$ cat src/rtl/exp_iter_core.sv
// exp_iter_core: e^x by shift-add multiplicative normalisation, Q4.11 in, Q16.16 out.
// Optional EXP_ITER_RESIDUAL_EN exposes the final residual r for accuracy checks.
module exp_iter_core #(
  parameter int ITER_N = 11,
  parameter int OUT_W = 32
) (
  input  logic             clk,
  input  logic             rst_n,
  input  logic             in_valid,
  output logic             in_ready,
  input  logic [14:0]      data,
  input  logic [4:0]       i,
  input  logic             int_or_fra,
  output logic             out_valid,
  input  logic             out_ready,
  output logic [OUT_W-1:0] result,
  output logic             ovf
`ifdef EXP_ITER_RESIDUAL_EN
  ,
  output logic [10:0]      residual
`endif
);
  typedef enum logic [2:0] {IDLE, PREP, ITER, SCALE, DONE} state_t;
  localparam logic [4:0] LAST = 5'(ITER_N);
  localparam logic [15:0] LN2 = 16'd1419;
  // ln(1+2^-j) in Q0.11, entry 0 unused
  localparam logic [11:0][9:0] LN_TAB = {10'd1, 10'd2, 10'd4, 10'd8, 10'd16, 10'd32,
                                         10'd63, 10'd124, 10'd241, 10'd457, 10'd830, 10'd0};
  state_t state, state_d;
  logic [14:0] d;
  logic [4:0] ic, k, j;
  logic mode;
  logic [15:0] r, d16, prod, tab;
  logic [17:0] y;
  logic [4:0] j0;
  logic [33:0] sh;
  assign d16 = {1'b0, d};
  assign prod = {11'b0, ic} * LN2;
  assign j0 = mode ? 5'd1 : (ic == 5'd0 ? 5'd1 : ic);
  assign tab = {6'b0, LN_TAB[j[3:0]]};
  assign sh = {16'b0, y} << k[3:0];
  assign in_ready = state == IDLE;
  assign out_valid = state == DONE;
  always_comb begin
    state_d = state;
    case (state)
      IDLE:  state_d = in_valid ? PREP : IDLE;
      PREP:  state_d = j0 > LAST ? SCALE : ITER;
      ITER:  state_d = j == LAST ? SCALE : ITER;
      SCALE: state_d = DONE;
      DONE:  state_d = out_ready ? IDLE : DONE;
      default: state_d = IDLE;
    endcase
  end
  always_ff @(posedge clk or negedge rst_n)
    if (!rst_n) state <= IDLE;
    else state <= state_d;
  always_ff @(posedge clk or negedge rst_n) begin
    if (!rst_n) begin
      d <= '0;
      ic <= '0;
      mode <= 1'b0;
      k <= '0;
      r <= '0;
      j <= '0;
      y <= '0;
      result <= '0;
      ovf <= 1'b0;
`ifdef EXP_ITER_RESIDUAL_EN
      residual <= '0;
`endif
    end else begin
      case (state)
        IDLE: if (in_valid) begin
          d <= data;
          ic <= i;
          mode <= int_or_fra;
        end
        PREP: begin
          k <= mode ? ic : 5'd0;
          r <= mode ? (d16 < prod ? 16'd0 : d16 - prod) : d16;
          j <= j0;
          y <= 18'h10000;
        end
        ITER: begin
          if (r >= tab) begin
            r <= r - tab;
            y <= y + (y >> j);
          end
          j <= j + 5'd1;
        end
        SCALE: begin
          ovf <= k[4] | (|sh[33:32]);
          result <= (k[4] | (|sh[33:32])) ? {OUT_W{1'b1}} : OUT_W'(sh[31:0]);
`ifdef EXP_ITER_RESIDUAL_EN
          residual <= r[10:0];
`endif
        end
        default: ;
      endcase
    end
  end
endmodule

$ cat config.mk
export PLATFORM = sky130hd
export DESIGN_NAME = exp_iter_core
export DESIGN_NICKNAME = d
export VERILOG_FILES = /design/src/rtl/exp_iter_core.sv
export SDC_FILE = /design/constraint.sdc
export NUM_CORES = 1
export LEC_CHECK = 0
export ABC_CLOCK_PERIOD_IN_PS = 6000
export BUFFER_PORTS_ARGS = -buffer_cell sky130_fd_sc_hd__buf_2
export CAP_MARGIN = 10
export CELL_PAD_IN_SITES_DETAIL_PLACEMENT = 1
export CELL_PAD_IN_SITES_GLOBAL_PLACEMENT = 1
export CORE_ASPECT_RATIO = 1.4
export CORE_MARGIN = 1
export CORE_UTILIZATION = 47
export DETAILED_ROUTE_END_ITERATION = 8
export PLACE_DENSITY = 0.91
export SLEW_MARGIN = 5
export SYNTH_ARGS = -nofsm -noshare
export SYNTH_HDL_FRONTEND = slang
export SYNTH_SLANG_ARGS = --single-unit
$ cat constraint.sdc
create_clock -name clk -period 6 [get_ports clk]
set_input_delay 0.3 -clock clk [delete_from_list [all_inputs] [get_ports clk]]
set_output_delay 0.3 -clock clk [all_outputs]
set_load 0.005 [all_outputs]
==> After elaboration in Yosys (flattened, before gate mapping) <==
Memories as Yosys holds them, arrays and structs flattened.
Cells that the tools add are included.
{ "totals": {"output_inout_bits": 35, "register_bits": 101, "memories": 1, "input_bits": 25, "mem_bits_ro": 160} }
{ "op_classes": {"n_eq_ne": 6, "bitwise": 1, "shifts": 2, "multipliers": 1, "reduce_logical": 6, "magnitude_cmp": 4, "addsub": 4, "muxes": 17} }
{ "mem_list": {"columns": ["name", "words", "word_bits", "read_ports", "rd_clocked_by_memory_dff", "wr", "line", "rtl"], "rows": [
  ["(no name shown)", 16, 10, 1, 0, 0, "40", "assign tab = {6'b0, LN_TAB[j[3:0]]};"]
]} }
{ "op_table": {"columns": ["cell", "n"], "rows": [
  ["16-bit two-way mux", 3],
  ["18-bit one-hot mux with 2 select lines", 1],
  ["18-bit by 4-bit << shifter with 34-bit output", 1],
  ["32-bit two-way mux", 1],
  ["16-bit one-hot mux with 2 select lines", 1],
  ["18-bit adder", 1],
  ["18-bit two-way mux", 1],
  ["18-bit by 5-bit right shift with 18-bit output", 1],
  ["16-bit by 10-bit greater-or-equal comparator with 1-bit output", 1],
  ["15-bit by 16-bit less-than comparator with 1-bit output", 1],
  ["5-bit by 11-bit multiplier with 16-bit output, second input constant", 1],
  ["15-bit by 16-bit subtractor with 16-bit output", 1],
  ["16-bit by 10-bit subtractor with 16-bit output", 1],
  ["5-bit two-way mux", 3],
  ["3-bit one-hot mux with 5 select lines", 1],
  ["10-bit two-way mux", 1],
  ["5-bit one-hot mux with 2 select lines", 1],
  ["3-bit by 2-bit equality test with 1-bit output, second input constant", 2],
  ["5-bit by 1-bit adder with 5-bit output, second input constant", 1],
  ["5-bit by 4-bit equality test with 1-bit output, second input constant", 1],
  ["5-bit by 4-bit > comparator with 1-bit output, second input constant", 1],
  ["5-bit zero test", 1],
  ["4-bit by 5-bit less-than comparator with 1-bit output, second input constant", 1],
  ["2-bit AND reduction", 2],
  ["other kinds (9)", 11]
]} }

==> Depth between registers and ports, before layout <==
Gate-level depths: netlist of run 1.
{ "logic_depth": {"word_depth": 6, "depth_mapped": 22, "depth_no_buf": 20} }

==> Worst setup path after synthesis of run 1 <==
Ideal clock, no wire load.
{ "synth_timing": {"kind": "register -> register", "from": "register ic[3]", "to": "register r[13]", "path_slack_ns": 1.618, "setup_time_ns": 0.129, "t_arrival_ns": 4.253, "n_path_buf": 2, "path_stages_with_launch": 21, "path_cell_list": "dfrtp_1 -> ha_1 -> inv_1 -> fa_1 -> inv_1 -> ha_1 -> and3b_1 -> o311a_1 -> o21ai_0 -> nand2b_1 -> a31oi_1 -> xor2_1 -> ha_1 -> clkbuf_1 -> and3_1 -> o211ai_1 -> a21boi_0 -> or4_1 -> buf_6 -> a211oi_1 -> a211oi_1"} }
{ "synth_via": {"elab_chain_cells": 5} }
{ "synth_lines": {"columns": ["element", "line", "rtl"], "rows": [
  ["start, declared", "31", "logic [4:0] ic, k, j;"],
  ["start signal, assigned", "76", "ic <= i;"],
  ["5-bit by 11-bit multiplier with 16-bit output (*)", "38", "assign prod = {11'b0, ic} * LN2;"],
  ["15-bit by 16-bit subtractor with 16-bit output or 15-bit by 16-bit less-than comparator with 1-bit output (tied branches)", "81", "r <= mode ? (d16 < prod ? 16'd0 : d16 - prod) : d16;"],
  ["16-bit two-way mux (*) (2 in series)", "81", null],
  ["16-bit one-hot mux with 2 select lines (*)", "73", "case (state)"],
  ["end signal, assigned", "81", null],
  ["end signal, assigned", "87", "r <= r - tab;"],
  ["end, declared", "33", "logic [15:0] r, d16, prod, tab;"]
]} }
Mark *: on every way between the ends. The rest lies on a longest branch, timed or not.
A chain may end at the register's enable or synchronous reset.

==> Final worst setup path of run 1 <==
{ "layout_timing": {"from": "register j[1]", "to": "register r[13]"} }
{ "layout_via": {"elab_chain_cells": 5} }
{ "layout_lines": {"columns": ["element", "line", "rtl"], "rows": [
  ["start, declared", "31", null],
  ["start signal, assigned", "82", "j <= j0;"],
  ["start signal, assigned", "90", "j <= j + 5'd1;"],
  ["memory 16 x 10 bit (*)", null, null],
  ["10-bit two-way mux (not written as such) (*)", "40", null],
  ["16-bit by 10-bit subtractor with 16-bit output or 16-bit by 10-bit greater-or-equal comparator with 1-bit output (tied branches)", "87, 86", null],
  ["16-bit two-way mux or 2-bit != test (tied branches)", null, null],
  ["16-bit one-hot mux with 2 select lines or 2-bit AND reduction (tied branches)", null, null]
]} }
Mark *: on every way between the ends. The rest lies on a longest branch, timed or not. The select of a mux whose other input is x is not followed.

==> impl_metrics.csv, run 1 <==
group,metric,value,unit
sta,relSlewSlack,24.4,%
synthesis,synthTopCellsByCount,"122 x nand2_1, 101 x dfrtp_1, 95 x nor2_1",
sta,rsz0062_at_grt,"false",
hold_path,whs_path_depth,2,
hold_path,hp-class,"input port to flop",
synthesis,synth_area_leaders,"dfrtp_1 29%, ha_1 9.3%, mux2i_1 5.5%",
die,start_util,48.3,%
synthesis,ys_seq_elements,101,
placed_design,gp_congestion,0.904,
final_layout,drive_above_1_share,13.2,%
synthesis,syn_nets,1131,
synthesis,yosysSeqAreaShare,29.0,%
setup_path,path_max_fanout,30,
grt,grt_first_pass_wirelength,43.4,mm
grt,antenna_found_initial,0,
hold_path,min_from,"out_ready",
synthesis,yosys_most_used_dff,"dfrtp_1",
setup_path,crit_family,"compound AO/OA/AOI/OAI gates",
grt,grt_usage,29.3,%
setup_path,cp_num_buf_inv,3,
placed_design,dp_hpwl,19.7,mm
clock_tree,root_buffer,"clkbuf_16",
route,via_per_inst,6.24,
synthesis,yosysMostFrequentCell,"nand2_1",
route,drt_iter0_drc,433,
route,wirelength,26.4,mm
run,maxCapViolations,0,
setup_path,crit_type,"flop to flop",
synthesis,synth.distinct_cells,78,
clock_tree,post_cts_buffers,0,
clock_tree,cts_resized,0,
synthesis,synth_top_area_share,29.0,%
setup_path,cp.arrival,5.32,ns
synthesis,ys_warn_count,0,
sta,setup_viol,0,
die,row_count,58,
clock_tree,cts_buffer_depth,2,
route,first_pass_iters,5,
clock_tree,clk_latency,0.37,ns
route,vias,8100,
setup_path,reg2reg_depth,15,
grt,grt_pass1_vias,8600,
setup_path,max_stage_delay,1.10,ns
clock_tree,cts.sink_count,101,
setup_path,r2r-start,"j[1]",
placed_design,numPortBuffers,59,
grt,grt_overflow_total,0,
die,pin_count,60,
synthesis,synth-edff-count,0,
sta,period_needed,5.05,ns
final_layout,n_antenna_cell,0,
sta,slew_violations,0,
sta,timing.final.crit_share,84.1,%
clock_tree,htree_levels,3,
synthesis,synth_area,8720,sq um
die,die_h,163,um
setup_path,r2r-end,"r[13]",
clock_tree,cts_tree,"built",
setup_path,worstPathCellList,"inv_1 > nor2_1 > a21oi_1 > o21ai_0 > ha_1 > inv_1 > fa_1 > a21o_1 > a21oi_1 > o21a_1 > o2111a_1 > a21o_1 > buf_4 > a211oi_1 > a211oi_1",
outcome,outcome,"complete, no violations",
setup_path,required,6.27,ns
synthesis,avgSynthCellArea,8.43,sq um
synthesis,synth_top_cell_by_area,"dfrtp_1",
grt,grt_max_degree,63,
setup_path,cp-end-kind,"flop",
sta,final_hold_viol_count,0,
setup_path,start_kind,"flop",
setup_path,r2r_slack,0.95,ns
final_layout,final_core_util,52.0,%
sta,final.setup.tns,0,ns
synthesis,synthArstFlopShare,100,%
route,wl_per_cell,20.3,um
hold_path,holdPathEnd,"state[2]",
clock_tree,cts_hold_buffers,1,
setup_path,path_depth,15,
die,die_area,19100,sq um
sta,fin_skew,0.00768,ns
clock_tree,numCtsBuffers,9,
route,ant_nets,0,
die,core,18100,sq um
clock_tree,cts.clk_slew.worst_paths,0.07,ns
synthesis,synthCells,1035,
final_layout,syn_to_final_growth,7.72,%
final_layout,nets,1150,
sta,clock.fmax,198,MHz
die,die_w,117,um
final_layout,fillers,2194,
setup_path,cp_slowest_cell,"dfrtp_1",
route,drc,0,
sta,worst_slew_pin_slew,1.13,ns
-- layout by cell type, fill, tap and decap left out, drive strengths merged, types with 7 or more instances in the layout --
cell type | netlist | routed
nand2 | 123 | 123
dfrtp | 101 | 101
nor2 | 95 | 95
o21ai | 92 | 92
buf | 21 | 70
a21oi | 69 | 69
ha | 65 | 65
mux2i | 48 | 48
inv | 40 | 40
mux2 | 26 | 26
a211oi | 25 | 25
nand3 | 24 | 24
xnor2 | 22 | 22
nor2b | 21 | 21
nor3 | 20 | 20
a31oi | 18 | 18
xor2 | 18 | 18
o31ai | 18 | 18
a21o | 13 | 13
o21a | 10 | 10
mux4 | 9 | 9
o211ai | 9 | 9
clkbuf | 42 | 9
and3 | 8 | 8
nand2b | 7 | 7
-- worst max path at each step --
stage | start | slack, ns | to
final | j[1] | 0.95 | r[13]
after global routing | j[1] | 0.67 | r[13]
after CTS | j[1] | 1.0 | r[13]
after detailed placement | j[1] | 1.11 | r[13]
after global placement | ic[3] | 1.28 | r[10]
after floorplan | ic[3] | 1.62 | r[13]
-- stage by stage --
step / setup WS [ns] / hold slack (ns) / instances / instance area (sq um)
after floorplan: 1.62 / 0.00441 / 1035 / 8720
after global placement: 1.28 / 0.324 / 1282 / 9110
after detailed placement: 1.11 / 0.326 / 1282 / 9110
after CTS: 0.998 / 0.118 / 1298 / 9400
after global routing: 0.665 / 0.146 / 1298 / 9400
final: 0.952 / 0.123 / 1298 / 9400
-- cell families after synthesis --
family          after synthesis  synth area share (%)
fa+ha+maj                    71                  10.7
simple gates                333                  17.6
compound gates              304                  22.4
flops                       101                  29.0
xor+xnor                     40                  4.02
buf+inv                     103                  5.11
mux                          83                  11.2
-- routing by layer --
layer	global-route usage, %	routed length (um)
met1	32.3	10200
met2	53.4	14200
met3	3.97	717
met4	16.2	1220
met5	0	0
-- worst register-to-register path, stage by stage, from the launching register on --
cell and delay [ns]:
dfrtp_1 1.10, inv_1 0.36, nor2_1 0.26, a21oi_1 0.06, o21ai_0 0.26, ha_1 0.21
inv_1 0.05, fa_1 0.41, a21o_1 0.19, a21oi_1 0.34, o21a_1 0.22, o2111a_1 0.29
a21o_1 0.44, buf_4 0.41, a211oi_1 0.11, a211oi_1 0.24
-- final cells by class --
class	instances	area, sq um	share of cell area, %
multi-input cells	831	5750	61.2
clock buffers	9	225	2.40
repair buffers	71	390	4.16
clock inverters	6	52.6	0.559
well taps	240	300	3.20
inverters	40	150	1.60
flip-flops and latches	101	2530	26.9
-- flip-flops by register name, indices dropped and copies added, names as in the netlist --
register  count
d            15
ic            5
j             5
k             5
mode          1
ovf           1
r            16
result       32
state         3
y            18
Power of run 1 is left out: the tool's default activity adds up to more than one toggle a clock period on the data nets, which glitch-free logic cannot reach.
==> run 2: changes to the inputs <==
--- a/config.mk
+++ b/config.mk
@@ -5,7 +5,7 @@
 export SDC_FILE = /design/constraint.sdc
 export NUM_CORES = 1
 export LEC_CHECK = 0
-export ABC_CLOCK_PERIOD_IN_PS = 6000
+export ABC_CLOCK_PERIOD_IN_PS = 5000
 export BUFFER_PORTS_ARGS = -buffer_cell sky130_fd_sc_hd__buf_2
 export CAP_MARGIN = 10
 export CELL_PAD_IN_SITES_DETAIL_PLACEMENT = 1
==> constraint.sdc (replaced) <==
create_clock -name clk -period 5 [get_ports clk]
set_input_delay 0.25 -clock clk [delete_from_list [all_inputs] [get_ports clk]]
set_output_delay 0.25 -clock clk [all_outputs]
set_load 0.005 [all_outputs]
==> run 2 against run 1 <==
The run now ends with negative hold slack left; utilization increased by 0.41 points; die area unchanged; wire length increased by 4.1%; sequential cell count unchanged; count of clock-buffer cells in the layout increased by 1; global-route usage increased by 0.74 points; via count increased by 0.84%.
==> impl_metrics.csv, run 2 (synthesis gave the netlist of run 1 again) <==
group,metric,value,unit
final_layout,n_antenna_cell,0,
grt,antenna_found_initial,0,
clock_tree,cts_tree,"built",
route,first_pass_iters,5,
grt,grt_overflow_total,0,
die,row_count,58,
outcome,outcome,"finished with violations",
die,die_area,19100,sq um
die,start_util,48.3,%
final_layout,final-seq-area,2530,sq um
die,die_w,117,um
sta,relSlewSlack,16.2,%
placed_design,gp_congestion,0.953,
route,wl_per_cell,21.0,um
die,core,18100,sq um
setup_path,max_stage_delay,0.60,ns
setup_path,cp-end-kind,"flop",
route,vias,8168,
setup_path,path_max_fanout,6,
setup_path,cp_slowest_cell,"fa_1",
sta,timing.final.crit_share,99.0,%
final_layout,nets,1157,
sta,clock.fmax,202,MHz
placed_design,place_inst,1289,
sta,setup_viol,0,
route,via_per_inst,6.25,
hold_path,hp-class,"input port to asynchronous set/reset pin",
die,die_h,163,um
grt,grt_max_degree,67,
placed_design,dp_hpwl,20.1,mm
final_layout,layout.cells.most_common,"nand2_1",
clock_tree,numCtsBuffers,9,
setup_path,start_kind,"flop",
setup_path,reg2reg_depth,19,
final_layout,regMostFlops,"result",
sta,hold_slack,-0.0154,ns
die,pin_count,60,
final_layout,final_core_util,52.4,%
sta,fin_skew,0.0126,ns
sta,final_hold_viol_count,4,
clock_tree,htree_levels,3,
final_layout,top_regs,"result: 32 flops, y: 18 flops, r: 16 flops",
final_layout,fin_cells,1306,
route,drt_iter0_drc,463,
clock_tree,root_buffer,"clkbuf_16",
route,drc,0,
outcome,violations,"negative hold slack",
route,wirelength,27.4,mm
setup_path,cp.arrival,5.18,ns
sta,slew_violations,0,
grt,grt_usage,30.1,%
setup_path,r2r-start,"ic[2]",
setup_path,cp-endpoint,"r[15]",
setup_path,r2r_slack,0.05,ns
placed_design,numPortBuffers,59,
sta,final.setup.tns,0,ns
sta,period_needed,4.95,ns
sta,worst_slew_pin_slew,1.25,ns
final_layout,final_cell_mix,"122 x nand2_1, 99 x dfrtp_1, 95 x nor2_1",
final_layout,fillers,2187,
clock_tree,cts_buffer_depth,2,
grt,grt_pass1_vias,8638,
final_layout,drive_above_1_share,14.3,%
clock_tree,cts_hold_buffers,0,
setup_path,required,5.22,ns
run,maxCapViolations,0,
clock_tree,clk_latency,0.37,ns
setup_path,crit_type,"flop to flop",
final_layout,multiInputGateArea,5770,sq um
setup_path,r2r-end,"r[15]",
setup_path,crit_start,"ic[2]",
grt,grt_first_pass_wirelength,44.2,mm
final_layout,largest_reg_flops,32,
setup_path,worstPathCellList,"inv_1 > ha_1 > inv_1 > fa_1 > inv_1 > ha_1 > a21o_1 > a31oi_1 > nor2b_1 > nor2_1 > xor2_1 > ha_1 > nand3_1 > a21o_1 > o31ai_1 > o41ai_2 > o21ai_0 > o21a_1 > o41ai_2",
route,ant_nets,0,
clock_tree,cts.sink_count,101,
clock_tree,cts.clk_slew.worst_paths,0.08,ns
final_layout,syn_to_final_growth,8.56,%
## run 2: worst min path at each step
stage	to	slack, ns	from
3_5_place_dp	y[10]	0.41	rst_n
6_report	y[10]	-0.02	rst_n
2_1_floorplan	d[0]	-0.05	rst_n
5_1_grt	y[10]	0.05	rst_n
4_1_cts	y[10]	0.03	rst_n
3_3_place_gp	y[10]	0.41	rst_n
## run 2: per-layer routing
metal	GRT usage, %	up-vias	part of all wire (%)
li1	-	3788	-
met1	32.6	4051	38
met2	54.7	232	54
met3	4.60	97	3.3
met4	17.0	0	5.2
met5	0	-	0
## run 2: worst max-delay path: cells and delay by family, from the launching register on
kind / cells / cell delay (ns)
AOI/OAI and AO/OA: 8 / 1.92
adders and majority gates: 4 / 1.51
xor gates and xnor gates: 1 / 0.34
buffers and inverters: 3 / 0.25
and+or+nand+nor: 3 / 0.35
DFF: 1 / 0.43
## run 2: what timing repair did
item,CTS,global route
pin swaps,1,0
setup buffers,1,0
resized for setup,1,6
gates cloned,0,0
endpoints found under the setup margin,4,16
## run 2: area by class of cell
cell class / instances / share of cell area (%)
Multi-Input combinational cell: 831 / 60.9
Sequential cell: 101 / 26.7
Timing Repair Buffer: 78 / 4.65
Tap cell: 240 / 3.17
Clock buffer: 10 / 2.42
Inverter: 40 / 1.59
Clock inverter: 6 / 0.568
## run 2: stage by stage
stage	cell area (sq um)	hold slack, ns	worst slack [ns]
after floorplan	8720	-0.0456	0.618
after global placement	9160	0.408	0.338
after detailed placement	9160	0.413	0.106
after CTS	9450	0.0272	0.103
after global routing	9470	0.0503	-0.0423
final	9470	-0.0154	0.0485
Power of run 2 is left out for the same reason.
==> run 3: changes to the inputs <==
--- a/config.mk
+++ b/config.mk
@@ -12,9 +12,9 @@
 export CELL_PAD_IN_SITES_GLOBAL_PLACEMENT = 1
 export CORE_ASPECT_RATIO = 1.4
 export CORE_MARGIN = 1
-export CORE_UTILIZATION = 47
+export CORE_UTILIZATION = 30
 export DETAILED_ROUTE_END_ITERATION = 8
-export PLACE_DENSITY = 0.91
+export PLACE_DENSITY = 0.66
 export SLEW_MARGIN = 5
 export SYNTH_ARGS = -nofsm -noshare
 export SYNTH_HDL_FRONTEND = slang
==> run 3 against run 2 <==
The flow now finishes without violations; wire length down 1.8%; final area up 2.1%; cell count up 11%; die area up 56%; critical endpoint is now r[13]; sequential share of layout area down 0.56 points.
==> impl_metrics.csv, run 3 (synthesis gave the netlist of run 1 again) <==
group,metric,value,unit
outcome,outcome,"complete, no violations",
die,die_area,29800,sq um
placed_design,gp_congestion,0.832,
final_layout,nets,1162,
placed_design,numPortBuffers,59,
clock_tree,cts.clk_slew.worst_paths,0.08,ns
die,core,28500,sq um
route,first_pass_iters,4,
setup_path,cp.arrival,4.91,ns
sta,clock.fmax,215,MHz
setup_path,cp_num_buf_inv,2,
grt,grt_use_met2,35.3,%
run,maxCapViolations,0,
grt,antenna_found_initial,0,
clock_tree,cts_tree,"built",
clock_tree,root_buffer,"clkbuf_16",
die,die_h,204,um
final_layout,final_cell_mix,"122 x nand2_1, 99 x dfrtp_1, 95 x nor2_1",
final_layout,regMostFlops,"result",
sta,final_hold_viol_count,0,
die,pin_count,60,
clock_tree,numCtsBuffers,9,
setup_path,cp_slowest_cell,"fa_1",
setup_path,cp-end-kind,"flop",
setup_path,crit_start,"ic[3]",
route,via_per_inst,5.39,
clock_tree,cts.sink_count,101,
final_layout,largest_reg_flops,32,
sta,relSlewSlack,27.6,%
setup_path,max_stage_delay,0.50,ns
sta,period_needed,4.66,ns
setup_path,crit_type,"flop to flop",
route,drt_iter0_drc,333,
route,drc,0,
placed_design,dp_hpwl,20.9,mm
die,start_util,30.6,%
sta,timing.final.crit_share,93.2,%
route,ant_nets,0,
sta,fin_skew,0.0107,ns
die,die_w,146,um
grt,grt_usage,18.5,%
grt,grt_first_pass_wirelength,43.7,mm
route,wl_per_cell,18.6,um
setup_path,required,5.25,ns
grt,top_usage_layer,"met2",
route,vias,7800,
final_layout,n_antenna_cell,0,
setup_path,crit_family,"adder cells",
final_layout,top_regs,"result: 32 flops, y: 18 flops, r: 16 flops",
grt,grt_max_degree,62,
final_layout,layout.cells.most_common,"nand2_1",
sta,rsz0062_at_grt,"false",
grt,grt_pass1_vias,8304,
sta,setup_viol,0,
die,row_count,73,
grt,grtUsageMet1,20.8,%
clock_tree,htree_levels,3,
hold_path,min_from,"data[1]",
final_layout,drive_above_1_share,14.5,%
grt,grt_overflow_total,0,
sta,worst_slew_pin_slew,1.09,ns
hold_path,hp-class,"input port to flop",
sta,slew_violations,0,
sta,final.setup.tns,0,ns
clock_tree,cts_buffer_depth,2,
route,wirelength,26.9,mm
setup_path,cp_common_cell,"ha_1",
final_layout,syn_to_final_growth,10.9,%
setup_path,worstPathCellList,"ha_1 > inv_1 > fa_1 > inv_1 > ha_1 > and3b_1 > o311a_1 > o21ai_0 > nand2b_1 > a31oi_1 > xor2_1 > ha_1 > and3_1 > o211ai_1 > a21boi_0 > or4_4 > a211oi_1 > a211oi_1",
setup_path,path_max_fanout,8,
clock_tree,clk_latency,0.37,ns
setup_path,r2r-start,"ic[3]",
grt,grt_use_met3,2.13,%
setup_path,start_kind,"flop",
[run 3: stage by stage]
stage | area, sq um | hold WS (ns) | worst slack, ns | util, % | std cells
5_1_grt | 9670 | 0.0869 | 0.0697 | 33.9 | 1446
6_report | 9670 | 0.0747 | 0.341 | 33.9 | 1446
3_3_place_gp | 9340 | 0.353 | 0.298 | 32.8 | 1425
3_5_place_dp | 9340 | 0.363 | 0.200 | 32.8 | 1425
4_1_cts | 9630 | 0.0699 | 0.175 | 33.8 | 1442
2_1_floorplan | 8720 | -0.0456 | 0.618 | - | 1035
[run 3: cell type report]
class / instances / area (sq um)
timing repair buffer: 83 / 484
sequential: 101 / 2530
clock inverter: 5 / 41.3
multi-input combinational: 831 / 5750
tap: 375 / 469
fill: 3470 / 18800
inverter: 40 / 150
clock buffer: 11 / 243
[run 3: path summary, 6_finish.rpt]
kind / to / slack (ns) / cells past startpoint
worst max-delay path: r[13] / 0.34 / 18
worst min-delay path: d[1] / 0.07 / 3
worst max register to register: r[13] / 0.34 / 18
worst min register to register: result[21] / 0.48 / 2
max in group asynchronous: ic[2] / 3.31 / 3
min in group asynchronous: d[6] / 0.49 / 2
[run 3: metal layers]
metal / vias to the layer above / share of wire, %
met2: 90 / 54
met1: 3870 / 42
met4: 0 / 2.7
li1: 3798 / -
met5: - / 0
met3: 42 / 1.7
[run 3: worst reg2reg max path: stages (launching register included)]
cell and delay (ns):
dfrtp_2 0.46, ha_1 0.30, inv_1 0.05, fa_1 0.50
inv_1 0.05, ha_1 0.36, and3b_1 0.21, o311a_1 0.32
o21ai_0 0.16, nand2b_1 0.13, a31oi_1 0.22, xor2_1 0.22
ha_1 0.35, and3_1 0.19, o211ai_1 0.11, a21boi_0 0.13
or4_4 0.50, a211oi_1 0.24, a211oi_1 0.08
[run 3: timing repair]
| action | in CTS | in global routing |
|---|---|---|
| endpoints found under the hold margin | 49 | 0 |
| endpoints found under the setup margin | 0 | 15 |
| setup buffers | 0 | 3 |
| gates resized for setup | 0 | 3 |
| hold buffers | 1 | 0 |
Power of run 3 is left out for the same reason.
